===== config.mk =====
export PLATFORM = sky130hd
export DESIGN_NAME = square_duty_env_flat
export DESIGN_NICKNAME = d
export VERILOG_FILES = /design/src/rtl/square_pkg.sv /design/src/rtl/square_duty_env_if.sv /design/src/rtl/square_envelope.sv /design/src/rtl/square_duty_env.sv /design/src/flat_wrapper.sv
export SDC_FILE = /design/constraint.sdc
export NUM_CORES = 1
export LEC_CHECK = 0
export CAP_MARGIN = 40
export CORE_AREA = 2 2 158 160
export DETAILED_ROUTE_END_ITERATION = 10
export DIE_AREA = 0 0 160 162
export PLACE_DENSITY_LB_ADDON = 0.08
export SLEW_MARGIN = 20
export SYNTH_ARGS = -nofsm -noshare
export SYNTH_HDL_FRONTEND = slang
export SYNTH_SLANG_ARGS = --single-unit

===== constraint.sdc =====
create_clock -name clk -period 8 [get_ports clk]
set_input_delay 2.4 -clock clk [delete_from_list [all_inputs] [get_ports clk]]
set_output_delay 2.4 -clock clk [all_outputs]
set_load 0.005 [all_outputs]

===== src/rtl/square_pkg.sv =====
// Shared types for the square/duty channel: envelope modes and channel states.
// Pure declarations; no latency or flow control involved.
package square_pkg;

    typedef enum logic [1:0] {
        ENV_CONST  = 2'd0,
        ENV_DECAY  = 2'd1,
        ENV_ATTACK = 2'd2
    } env_mode_e;

    typedef enum logic {
        IDLE = 1'b0,
        RUN  = 1'b1
    } state_e;

endpackage


===== src/rtl/square_duty_env_if.sv =====
// Sequencer-side bundle of the square channel: config/control in, status and sample out.
// No handshake: start is a single-cycle strobe and outputs carry no backpressure.
interface square_duty_env_if #(
    parameter int PERIOD_W = 21,
    parameter int SAMPLE_W = 16,
    parameter int LEN_W    = 16
) ();
    logic                enable;
    logic                start;
    logic [PERIOD_W-1:0] full_period;
    logic [PERIOD_W-1:0] active_period;
    logic [SAMPLE_W-1:0] volume;
    logic [1:0]          env_mode;
    logic [SAMPLE_W-1:0] env_step;
    logic [LEN_W-1:0]    length;
    logic                busy;
    logic                done;
    logic [SAMPLE_W-1:0] square_wave;

    modport master (
        output enable, start, full_period, active_period, volume, env_mode, env_step, length,
        input  busy, done, square_wave
    );

    modport slave (
        input  enable, start, full_period, active_period, volume, env_mode, env_step, length,
        output busy, done, square_wave
    );
endinterface


===== src/rtl/square_envelope.sv =====
// Amplitude register: loads on note start, steps once per waveform period with saturation.
// Latency 1 cycle from load/step_en to amp; no backpressure.
module square_envelope
    import square_pkg::*;
#(
    parameter int SAMPLE_W = 16
) (
    input  logic                clk,
    input  logic                rst,
    input  logic                load,
    input  logic [1:0]          load_mode,
    input  logic [SAMPLE_W-1:0] load_vol,
    input  logic                step_en,
    input  logic [1:0]          mode,
    input  logic [SAMPLE_W-1:0] vol,
    input  logic [SAMPLE_W-1:0] step,
    output logic [SAMPLE_W-1:0] amp
);

    logic [SAMPLE_W-1:0] amp_q, amp_d;
    logic [SAMPLE_W-1:0] headroom;

    always_comb begin
        amp_d    = amp_q;
        // amp never exceeds vol in attack, but guard the subtraction anyway
        headroom = (amp_q >= vol) ? '0 : vol - amp_q;
        if (load) begin
            amp_d = (load_mode == ENV_ATTACK) ? '0 : load_vol;
        end else if (step_en) begin
            case (mode)
                ENV_DECAY:  amp_d = (amp_q > step) ? amp_q - step : '0;
                ENV_ATTACK: amp_d = (headroom > step) ? amp_q + step : vol;
                default:    amp_d = vol;
            endcase
        end
    end

    always_ff @(posedge clk or posedge rst) begin
        if (rst) begin
            amp_q <= '0;
        end else begin
            amp_q <= amp_d;
        end
    end

    assign amp = amp_q;

endmodule


===== src/rtl/square_duty_env.sv =====
// Pulse-wave channel with per-period envelope, note length and boundary-aligned reloads.
// Sample is registered-only (visible the cycle after start); no backpressure, done is a 1-cycle pulse.
module square_duty_env
    import square_pkg::*;
#(
    parameter int PERIOD_W = 21,
    parameter int SAMPLE_W = 16,
    parameter int LEN_W    = 16
) (
    input  logic              clk,
    input  logic              rst,
    square_duty_env_if.slave  bus
);

    localparam logic [0:0] S_IDLE = IDLE;
    localparam logic [0:0] S_RUN  = RUN;
    localparam logic [PERIOD_W-1:0] P_ONE = PERIOD_W'(1);
    localparam logic [LEN_W-1:0]    L_ONE = LEN_W'(1);

    logic [0:0]          state_q, state_d;
    logic [PERIOD_W-1:0] phase_q, phase_d;
    logic [PERIOD_W-1:0] per_q, per_d;
    logic [PERIOD_W-1:0] act_q, act_d;
    logic [SAMPLE_W-1:0] vol_q, vol_d;
    logic [SAMPLE_W-1:0] step_q, step_d;
    logic [1:0]          mode_q, mode_d;
    logic [LEN_W-1:0]    len_q, len_d;
    logic [LEN_W-1:0]    rem_q, rem_d;
    logic                done_q, done_d;
    logic                env_load, env_step_en, wrap;
    logic [SAMPLE_W-1:0] amp;

    assign wrap = (phase_q == per_q - P_ONE);

    always_comb begin
        state_d     = state_q;
        phase_d     = phase_q;
        per_d       = per_q;
        act_d       = act_q;
        vol_d       = vol_q;
        step_d      = step_q;
        mode_d      = mode_q;
        len_d       = len_q;
        rem_d       = rem_q;
        done_d      = 1'b0;
        env_load    = 1'b0;
        env_step_en = 1'b0;
        if (!bus.enable) begin
            state_d = S_IDLE;
        end else if (bus.start && bus.full_period != '0) begin
            state_d  = S_RUN;
            phase_d  = '0;
            per_d    = bus.full_period;
            act_d    = bus.active_period;
            vol_d    = bus.volume;
            step_d   = bus.env_step;
            mode_d   = bus.env_mode;
            len_d    = bus.length;
            rem_d    = bus.length;
            env_load = 1'b1;
        end else if (state_q == S_RUN) begin
            if (wrap) begin
                // Period boundary: the only point where timing and amplitude may change
                phase_d     = '0;
                per_d       = (bus.full_period != '0) ? bus.full_period : per_q;
                act_d       = bus.active_period;
                env_step_en = 1'b1;
                if (len_q != '0) begin
                    if (rem_q == L_ONE) begin
                        state_d = S_IDLE;
                        done_d  = 1'b1;
                    end else begin
                        rem_d = rem_q - L_ONE;
                    end
                end
            end else begin
                phase_d = phase_q + P_ONE;
            end
        end
    end

    always_ff @(posedge clk or posedge rst) begin
        if (rst) begin
            state_q <= S_IDLE;
            phase_q <= '0;
            per_q   <= '0;
            act_q   <= '0;
            vol_q   <= '0;
            step_q  <= '0;
            mode_q  <= '0;
            len_q   <= '0;
            rem_q   <= '0;
            done_q  <= 1'b0;
        end else begin
            state_q <= state_d;
            phase_q <= phase_d;
            per_q   <= per_d;
            act_q   <= act_d;
            vol_q   <= vol_d;
            step_q  <= step_d;
            mode_q  <= mode_d;
            len_q   <= len_d;
            rem_q   <= rem_d;
            done_q  <= done_d;
        end
    end

    square_envelope #(.SAMPLE_W(SAMPLE_W)) u_env (
        .clk       (clk),
        .rst       (rst),
        .load      (env_load),
        .load_mode (bus.env_mode),
        .load_vol  (bus.volume),
        .step_en   (env_step_en),
        .mode      (mode_q),
        .vol       (vol_q),
        .step      (step_q),
        .amp       (amp)
    );

    assign bus.busy        = (state_q == S_RUN);
    assign bus.done        = done_q;
    assign bus.square_wave = (state_q == S_RUN && phase_q < act_q) ? amp : '0;

endmodule


===== src/flat_wrapper.sv =====
// flat-port wrapper written by rule: the top's interface ports become plain ports
module square_duty_env_flat import square_pkg::*;
#(
    parameter int PERIOD_W = 21,
    parameter int SAMPLE_W = 16,
    parameter int LEN_W    = 16
)
  (clk, rst, bus_enable, bus_start, bus_full_period, bus_active_period, bus_volume, bus_env_mode, bus_env_step, bus_length, bus_busy, bus_done, bus_square_wave);
  square_duty_env_if #(.PERIOD_W(PERIOD_W), .SAMPLE_W(SAMPLE_W), .LEN_W(LEN_W)) bus_i ();
  input  logic clk;
  input  logic rst;
  input wire logic [$bits(bus_i.enable)-1:0] bus_enable;
  input wire logic [$bits(bus_i.start)-1:0] bus_start;
  input wire logic [$bits(bus_i.full_period)-1:0] bus_full_period;
  input wire logic [$bits(bus_i.active_period)-1:0] bus_active_period;
  input wire logic [$bits(bus_i.volume)-1:0] bus_volume;
  input wire logic [$bits(bus_i.env_mode)-1:0] bus_env_mode;
  input wire logic [$bits(bus_i.env_step)-1:0] bus_env_step;
  input wire logic [$bits(bus_i.length)-1:0] bus_length;
  output wire logic [$bits(bus_i.busy)-1:0] bus_busy;
  output wire logic [$bits(bus_i.done)-1:0] bus_done;
  output wire logic [$bits(bus_i.square_wave)-1:0] bus_square_wave;
  assign bus_i.enable = bus_enable;
  assign bus_i.start = bus_start;
  assign bus_i.full_period = bus_full_period;
  assign bus_i.active_period = bus_active_period;
  assign bus_i.volume = bus_volume;
  assign bus_i.env_mode = bus_env_mode;
  assign bus_i.env_step = bus_env_step;
  assign bus_i.length = bus_length;
  assign bus_busy = bus_i.busy;
  assign bus_done = bus_i.done;
  assign bus_square_wave = bus_i.square_wave;
  square_duty_env #(.PERIOD_W(PERIOD_W), .SAMPLE_W(SAMPLE_W), .LEN_W(LEN_W)) u_core (.clk(clk), .rst(rst), .bus(bus_i));
endmodule

# == Word-level counts from Yosys, hierarchy flattened ==
# Index checks and enable logic that the tools add are counted.
# word_totals
regBits,147
output_inout_bits,18
# op_classes
n_addsub,6
magnitude_cmp,4
eq_ne,6
muxes,41
reduce_logical,14
# ops
op,count
two-way mux 21 bit,10
two-way mux 16 bit,12
> comparator 16 bit,2
one-hot mux 16 bit (2 select lines),1
subtractor 16 bit,2
"adder 21 x 1 -> 21 bit, second input constant",1
== test 21 bit,1
< comparator 21 bit,1
nonzero test 21 bit,1
"subtractor 21 x 1 -> 21 bit, second input constant",1
two-way mux 1 bit,18
adder 16 bit,1
"== test 16 x 1 -> 1 bit, second input constant",1
greater-or-equal comparator 16 bit,1
nonzero test 16 bit,1
"subtractor 16 x 1 -> 16 bit, second input constant",1
nonzero test 2 bit,5
AND reduction 5 bit,1
"== test 2 bit, second input constant",2
AND reduction 2 bit,2
AND reduction 4 bit,1
AND reduction 3 bit,1
"== test 2 x 1 -> 1 bit, second input constant",1
logical AND 1 bit,2
"!= test 2 x 1 -> 1 bit, second input constant",1

# == Longest topological paths before layout ==
# logic_depth
word_depth,8
depth_mapped,25
ltp_nobuf,23

# == Cells and area by module ==
# A second synthesis with hierarchy kept.
# hier_totals
hier_cells,1554
hier_area_um2,12482.0
# modules_own_cells
mod,n_inst,cells_each,area_per_inst_um2,seq_area_each_um2
square_duty_env,1,960,8280.4,3278.1
square_envelope,1,594,4201.5,400.4

# == Worst setup path after synthesis ==
# OpenSTA, ideal clock, no wires.
# synth_path
kind,reg2reg
from,register u_core.vol_q[0]
to,register u_core.u_env.amp_q[5] (netlist: u_core.u_env.amp[5])
setup_ps,90
arrival_ps,4812
slack_ps,3097
stages_incl_launch_ff,26
path_cell_list,dfrtp_1 -> inv_1 -> ha_1 -> inv_1 -> fa_1 -> a21o_1 -> a21oi_1 -> o21bai_1 -> a21oi_1 -> o211a_1 -> o31ai_1 -> a21oi_1 -> a41o_1 -> clkbuf_1 -> nor2_1 -> ha_1 -> nand4_1 -> nor4_1 -> a21boi_0 -> o31a_1 -> clkbuf_1 -> nand2_1 -> o32ai_1 -> o21ai_0 -> a2bb2oi_1 -> o221ai_1
# synth_between
elab_chain_cells,7
elab_cells_between_ends,8
cone_classes,add/sub (1); order compare (2); mux (5)
# synth_lines
item,line,source
"start, declared",square_duty_env.sv:24,"logic [SAMPLE_W-1:0] vol_q, vol_d;"
"start signal, assigned",square_duty_env.sv:99,vol_q <= vol_d;
subtractor 16 bit or greater-or-equal comparator 16 bit (tied branches),square_envelope.sv:26,headroom = (amp_q >= vol) ? '0 : vol - amp_q;
two-way mux 16 bit (*),square_envelope.sv:26,
> comparator 16 bit (*),square_envelope.sv:32,ENV_ATTACK: amp_d = (headroom > step) ? amp_q + step : vol;
two-way mux 16 bit (*),square_envelope.sv:32,
one-hot mux 16 bit (2 select lines) (*),square_envelope.sv:30,case (mode)
two-way mux 16 bit (*),square_envelope.sv:29,end else if (step_en) begin
two-way mux 16 bit (*),square_envelope.sv:27,if (load) begin
"end signal, assigned",square_envelope.sv:42,amp_q <= amp_d;
"end, declared",square_envelope.sv:20,"logic [SAMPLE_W-1:0] amp_q, amp_d;"
# Mark *: on every way between the ends. The rest lies on a longest branch, timed or not. The select of a mux whose other input is x is not followed.
# A chain may end at the register's enable or synchronous reset.

# == Worst setup path in the final report ==
# layout_path
from,register u_core.u_env.amp_q[1] (netlist: u_core.u_env.amp[1])
to,register u_core.u_env.amp_q[13] (netlist: u_core.u_env.amp[13])
# layout_between
elab_chain_cells,7
elab_cells_between_ends,12
cone_classes,add/sub (3); order compare (3); mux (6)
# layout_lines
item,line
subtractor 16 bit or greater-or-equal comparator 16 bit (tied branches),square_envelope.sv:26
two-way mux 16 bit,square_envelope.sv:26
> comparator 16 bit,square_envelope.sv:32
two-way mux 16 bit,square_envelope.sv:32
one-hot mux 16 bit (2 select lines) (*),square_envelope.sv:30
two-way mux 16 bit (*),square_envelope.sv:29
two-way mux 16 bit (*),square_envelope.sv:27
# Marks and branches as above.

==> impl_results.rst <==
.. list-table::
   :header-rows: 1

   * - Metric
     - Value
   * - Post-Synthesis Net Count
     - between 1000 and 1500
   * - Placed insts
     - ~1700
   * - Final wirelength
     - about 30000 um
   * - Xor-xnor portion of the synthesized cell area
     - 5.820%
   * - Launch instance of the worst min-delay path
     - u_core.len_q[9]
   * - Number of nets in the final layout
     - about 1600
   * - Final Instance Count excl. Fillers
     - between 1500 and 2000
   * - Setup-failing EPs final
     - 0
   * - Worst min-delay path category
     - reg -> reg
   * - Portion of netlist area occupied by mux cells
     - around 2.6%
   * - Signed area change from the synthesized netlist to the final layout
     - 18.85%
   * - Required time reported for the critical path endpoint
     - ~8.4 ns
   * - Cell area after technology mapping
     - approximately 0.011 mm2
   * - Drt first pass iters
     - 5
   * - Highest-count cells in the layout ignoring fill and taps
     - sky130_fd_sc_hd__nand2_1, sky130_fd_sc_hd__dfrtp_1, sky130_fd_sc_hd__clkdlybuf4s50_1, sky130_fd_sc_hd__nor2_1, sky130_fd_sc_hd__o21ai_0
   * - Multi-input gate area in the final layout
     - approximately 0.0066 mm2
   * - Fill cell total of the finished layout
     - about 2300
   * - Residual overflow from global routing
     - 0
   * - Clock buffers created by TritonCTS
     - 17
   * - Number of diodes added for antenna fixing
     - 0
   * - DR WL/cell
     - between 15 and 20 um
   * - H-tree levels
     - 4
   * - Post-detailed-route count of antenna-violating nets
     - 0
   * - Area of the die
     - roughly 0.026 mm2
   * - Post-detailed-placement half-perimeter wirelength
     - between 20000 and 25000 um
   * - Simple-Gate Fraction of Synth Area
     - 21.38%
   * - Top fanout value on the critical path
     - 12
   * - DIE WIDTH
     - 160 um
   * - Relative slew slack
     - a little over two fifths
   * - Number of top-level design ports
     - roughly 110
   * - Yosys cell types
     - 75
   * - Share of flip-flops with an asynchronous set or reset after synthesis
     - 100.0%
   * - Flip-flop and latch count after synthesis
     - 147
   * - Hold-fix buffers at CTS
     - 0
   * - Slowest Stage Delay on Critical Path
     - around 0.53 ns
   * - Timing startpoint of the critical path
     - u_core.u_env.amp[1]
   * - Origin of the critical flop-to-flop path
     - u_core.u_env.amp[1]
   * - Number of buffers on the longest clock path
     - 2
   * - Post-synth top flop
     - sky130_fd_sc_hd__dfrtp_1
   * - Post-cts gate resize count
     - 0
   * - Synthesized area per cell
     - between 8 and 9 um2
   * - Max-slew violation count
     - 0
   * - Adder and majority gate portion of the synthesized area
     - 10.90%
   * - Wire length of the first global-routing pass
     - approximately 49000 um
   * - CTS Sinks
     - approximately 150
   * - Core area
     - about 0.024 mm2
   * - Antenna violations before repair
     - 0
   * - Maximum number of pins on one net before global-route repair
     - 90
   * - Number of logic stages on the critical path including buffering
     - 20
   * - Sequential-to-total area share from yosys stat
     - ~34%
   * - Final critical-path required period
     - 5.842 ns
   * - Outcome
     - complete, no violations
   * - Skew final
     - about 0.015 ns
   * - Number of synthesized flops with an enable pin
     - 0
   * - Most common cell after layout, fill and taps aside
     - sky130_fd_sc_hd__nand2_1
   * - Crit-path leading delay family
     - compound AO/OA/AOI/OAI gates
   * - Endpoint of the worst setup timing path
     - u_core.u_env.amp[13]
   * - Depth of the worst hold-timing path
     - 2
   * - Initial Utilization
     - 44.68%
   * - Vertical extent of the die
     - about 160 um
   * - Final critical-path setup slack
     - 2.158 ns
   * - Clk_lat worst skew
     - 0.43 ns
   * - Reg2Reg Capture Point
     - u_core.u_env.amp[13]
   * - Unrepaired setup endpoints after global routing
     - false
   * - Transition time at the pin with the least slew margin
     - between 0.8 and 0.9 ns
   * - Input/output buffers
     - approximately 110
   * - Number of standard-cell rows in the floorplan
     - 57
   * - Setup slack of the most critical reg-to-reg path
     - between 2 and 2.5 ns
   * - Syn. warnings
     - 0
   * - Logic depth of the worst register-to-register path
     - 20
   * - Combinational family with the most area after synthesis
     - simple AND/OR/NAND/NOR gates
   * - Storage element area
     - around 0.0037 mm2
   * - Leakage
     - ~5.7 nW
   * - DRC viols
     - 0
   * - CTS clk-pin slew, worst paths
     - 0.07 ns
   * - Crit path max-delay cell type
     - sky130_fd_sc_hd__o41ai_1
   * - IR Drop Worst-Case VDD
     - roughly 130 uV
   * - Setup Crit Path Kind
     - reg -> reg
   * - Worst Setup End Kind
     - flip-flop
   * - Fraction of final layout cells with drive strength greater than 1
     - under 10%
   * - Hold violation total from the final report
     - 0
   * - Final total negative setup slack
     - 0 ns
   * - Cell chain of the critical path
     - inv_1, ha_1, nor2b_1, o21ai_0, a21oi_1, o41ai_1, o21ai_0, o41ai_1, o21ai_0, xor2_1, nor2b_1, ha_1, nand4_1, nor4_1, a21boi_0, o31a_1, nand2_1, nor3_1, a222oi_1, a31oi_1
   * - Post-CTS repair timing setup buffer count
     - 0
   * - Global-route usage over all layers
     - around a quarter
   * - Period utilisation layout
     - about three quarters
   * - Starting DRC count in detailed routing
     - ~620
   * - Arrival time reported for the critical path endpoint
     - 6.19 ns
   * - PD cells
     - roughly 230 mW/mm2
   * - Cell count after synthesis
     - between 1000 and 1500
   * - F_max
     - 171.2 MHz
   * - Average vias per placed instance
     - between 5 and 6
   * - Most prevalent standard cell on the critical path
     - sky130_fd_sc_hd__o21ai_0
   * - CTS tree
     - built
   * - Startpoint Class
     - flip-flop
   * - Buffer cell driving the clock tree root
     - sky130_fd_sc_hd__clkbuf_16
   * - Number of buffer and inverter instances along the worst setup path
     - 1
   * - Complex-gate fraction of the synthesized area
     - a little under 20%
   * - Post-Place Worst Slack
     - 2.171 ns
   * - Gpl congestion
     - around 0.87
   * - Via count of the first global-routing pass
     - slightly above 9000
   * - Via Count
     - 9599
   * - Max-cap viol count
     - 0
-- kinds of logic (layout without fill, tap and decap cells) --
kind of cell               count (synthesis)  after routing
and+or+nand+nor                          491            491
AOI/OAI and AO/OA                        328            328
DFF                                      147            147
buffers and inverters                    147            251
adders and majority gates                 92             92
xor gates and xnor gates                  70             70
muxes                                     25             25
-- per-stage QoR --
stage	area (um2)	utilization (%)	hold slack [ns]	total power [mW]
after floorplan	10770	-	0.4460	1.816
after global placement	12200	50.61	0.4613	2.164
after detailed placement	12230	50.74	0.4654	2.169
after CTS	12770	52.99	0.4829	2.944
after global routing	12800	53.10	0.4971	3.149
final	12800	53.10	0.4813	2.936
-- cell usage after synthesis (24+ instances only) --
cell type                  instances  area [um2]
sky130_fd_sc_hd__nand4_1          25       156.4
sky130_fd_sc_hd__and2_1           24       150.1
sky130_fd_sc_hd__ha_1             89        1114
sky130_fd_sc_hd__o21ai_0          93       465.5
sky130_fd_sc_hd__nand2_1         194       728.2
sky130_fd_sc_hd__nor3_1           29       145.1
sky130_fd_sc_hd__a21oi_1          67       335.3
sky130_fd_sc_hd__xnor2_1          30       262.8
sky130_fd_sc_hd__nor2_1          112       420.4
sky130_fd_sc_hd__dfrtp_1         147        3679
sky130_fd_sc_hd__clkbuf_1         44       165.2
sky130_fd_sc_hd__xor2_1           39       341.6
sky130_fd_sc_hd__inv_1            92       345.3
-- how the worst min path moves through the flow --
| stage | endpoint | slack, ns |
|---|---|---|
| detailed placement | u_core.len_q[6] | 0.47 |
| finish | u_core.len_q[9] | 0.48 |
| CTS | u_core.len_q[6] | 0.48 |
| floorplan | u_core.len_q[0] | 0.45 |
| global placement | u_core.len_q[6] | 0.46 |
| global route | u_core.len_q[9] | 0.50 |
-- worst reg2reg max path, cell delays in order, from the launching register on --
cell                       delay, ns
sky130_fd_sc_hd__dfrtp_1        0.47
sky130_fd_sc_hd__inv_1          0.16
sky130_fd_sc_hd__ha_1           0.33
sky130_fd_sc_hd__nor2b_1        0.14
sky130_fd_sc_hd__o21ai_0        0.19
sky130_fd_sc_hd__a21oi_1        0.15
sky130_fd_sc_hd__o41ai_1        0.42
sky130_fd_sc_hd__o21ai_0        0.24
sky130_fd_sc_hd__o41ai_1        0.53
sky130_fd_sc_hd__o21ai_0        0.22
sky130_fd_sc_hd__xor2_1         0.17
sky130_fd_sc_hd__nor2b_1        0.14
sky130_fd_sc_hd__ha_1           0.31
sky130_fd_sc_hd__nand4_1        0.15
sky130_fd_sc_hd__nor4_1         0.39
sky130_fd_sc_hd__a21boi_0       0.22
sky130_fd_sc_hd__o31a_1         0.43
sky130_fd_sc_hd__nand2_1        0.36
sky130_fd_sc_hd__nor3_1         0.42
sky130_fd_sc_hd__a222oi_1       0.17
sky130_fd_sc_hd__a31oi_1        0.18
-- registers in the layout (all words and copies together), names as in the netlist --
| register | flops |
|---|---|
| u_core.rem_q | 16 |
| u_core.vol_q | 16 |
| u_core.len_q | 16 |
| u_core.mode_q | 2 |
| u_core.step_q | 16 |
| u_core.phase_q | 21 |
| u_core.per_q | 21 |
| u_core.act_q | 21 |
| u_core.bus.done | 1 |
| u_core.bus.busy | 1 |
| u_core.u_env.amp | 16 |
-- final cells by class --
cell class / count / share of cell area, %
Tap cell: 324 / 3.167
Inverter: 92 / 2.737
Clock inverter: 12 / 0.7526
Multi-Input combinational cell: 1006 / 51.18
Sequential cell: 147 / 28.74
Timing Repair Buffer: 127 / 9.940
Clock buffer: 20 / 3.489
-- report_power, final --
| part | leakage, nW | total [mW] | internal [mW] | switching (mW) |
|---|---|---|---|---|
| Combinational | 3.64 | 1.21 | 0.521 | 0.693 |
| Sequential | 1.82 | 0.960 | 0.844 | 0.116 |
| Clock | 0.254 | 0.762 | 0.410 | 0.352 |
-- metal layers --
layer	vias up	track usage [%]	part of all wire [%]
met5	-	0	0
met4	0	6.224	1.6
met3	28	3.498	3.9
met2	213	39.67	48
met1	4570	32.08	47
li1	4788	-	-
No activity file was read; power rests on OpenSTA's default activity.
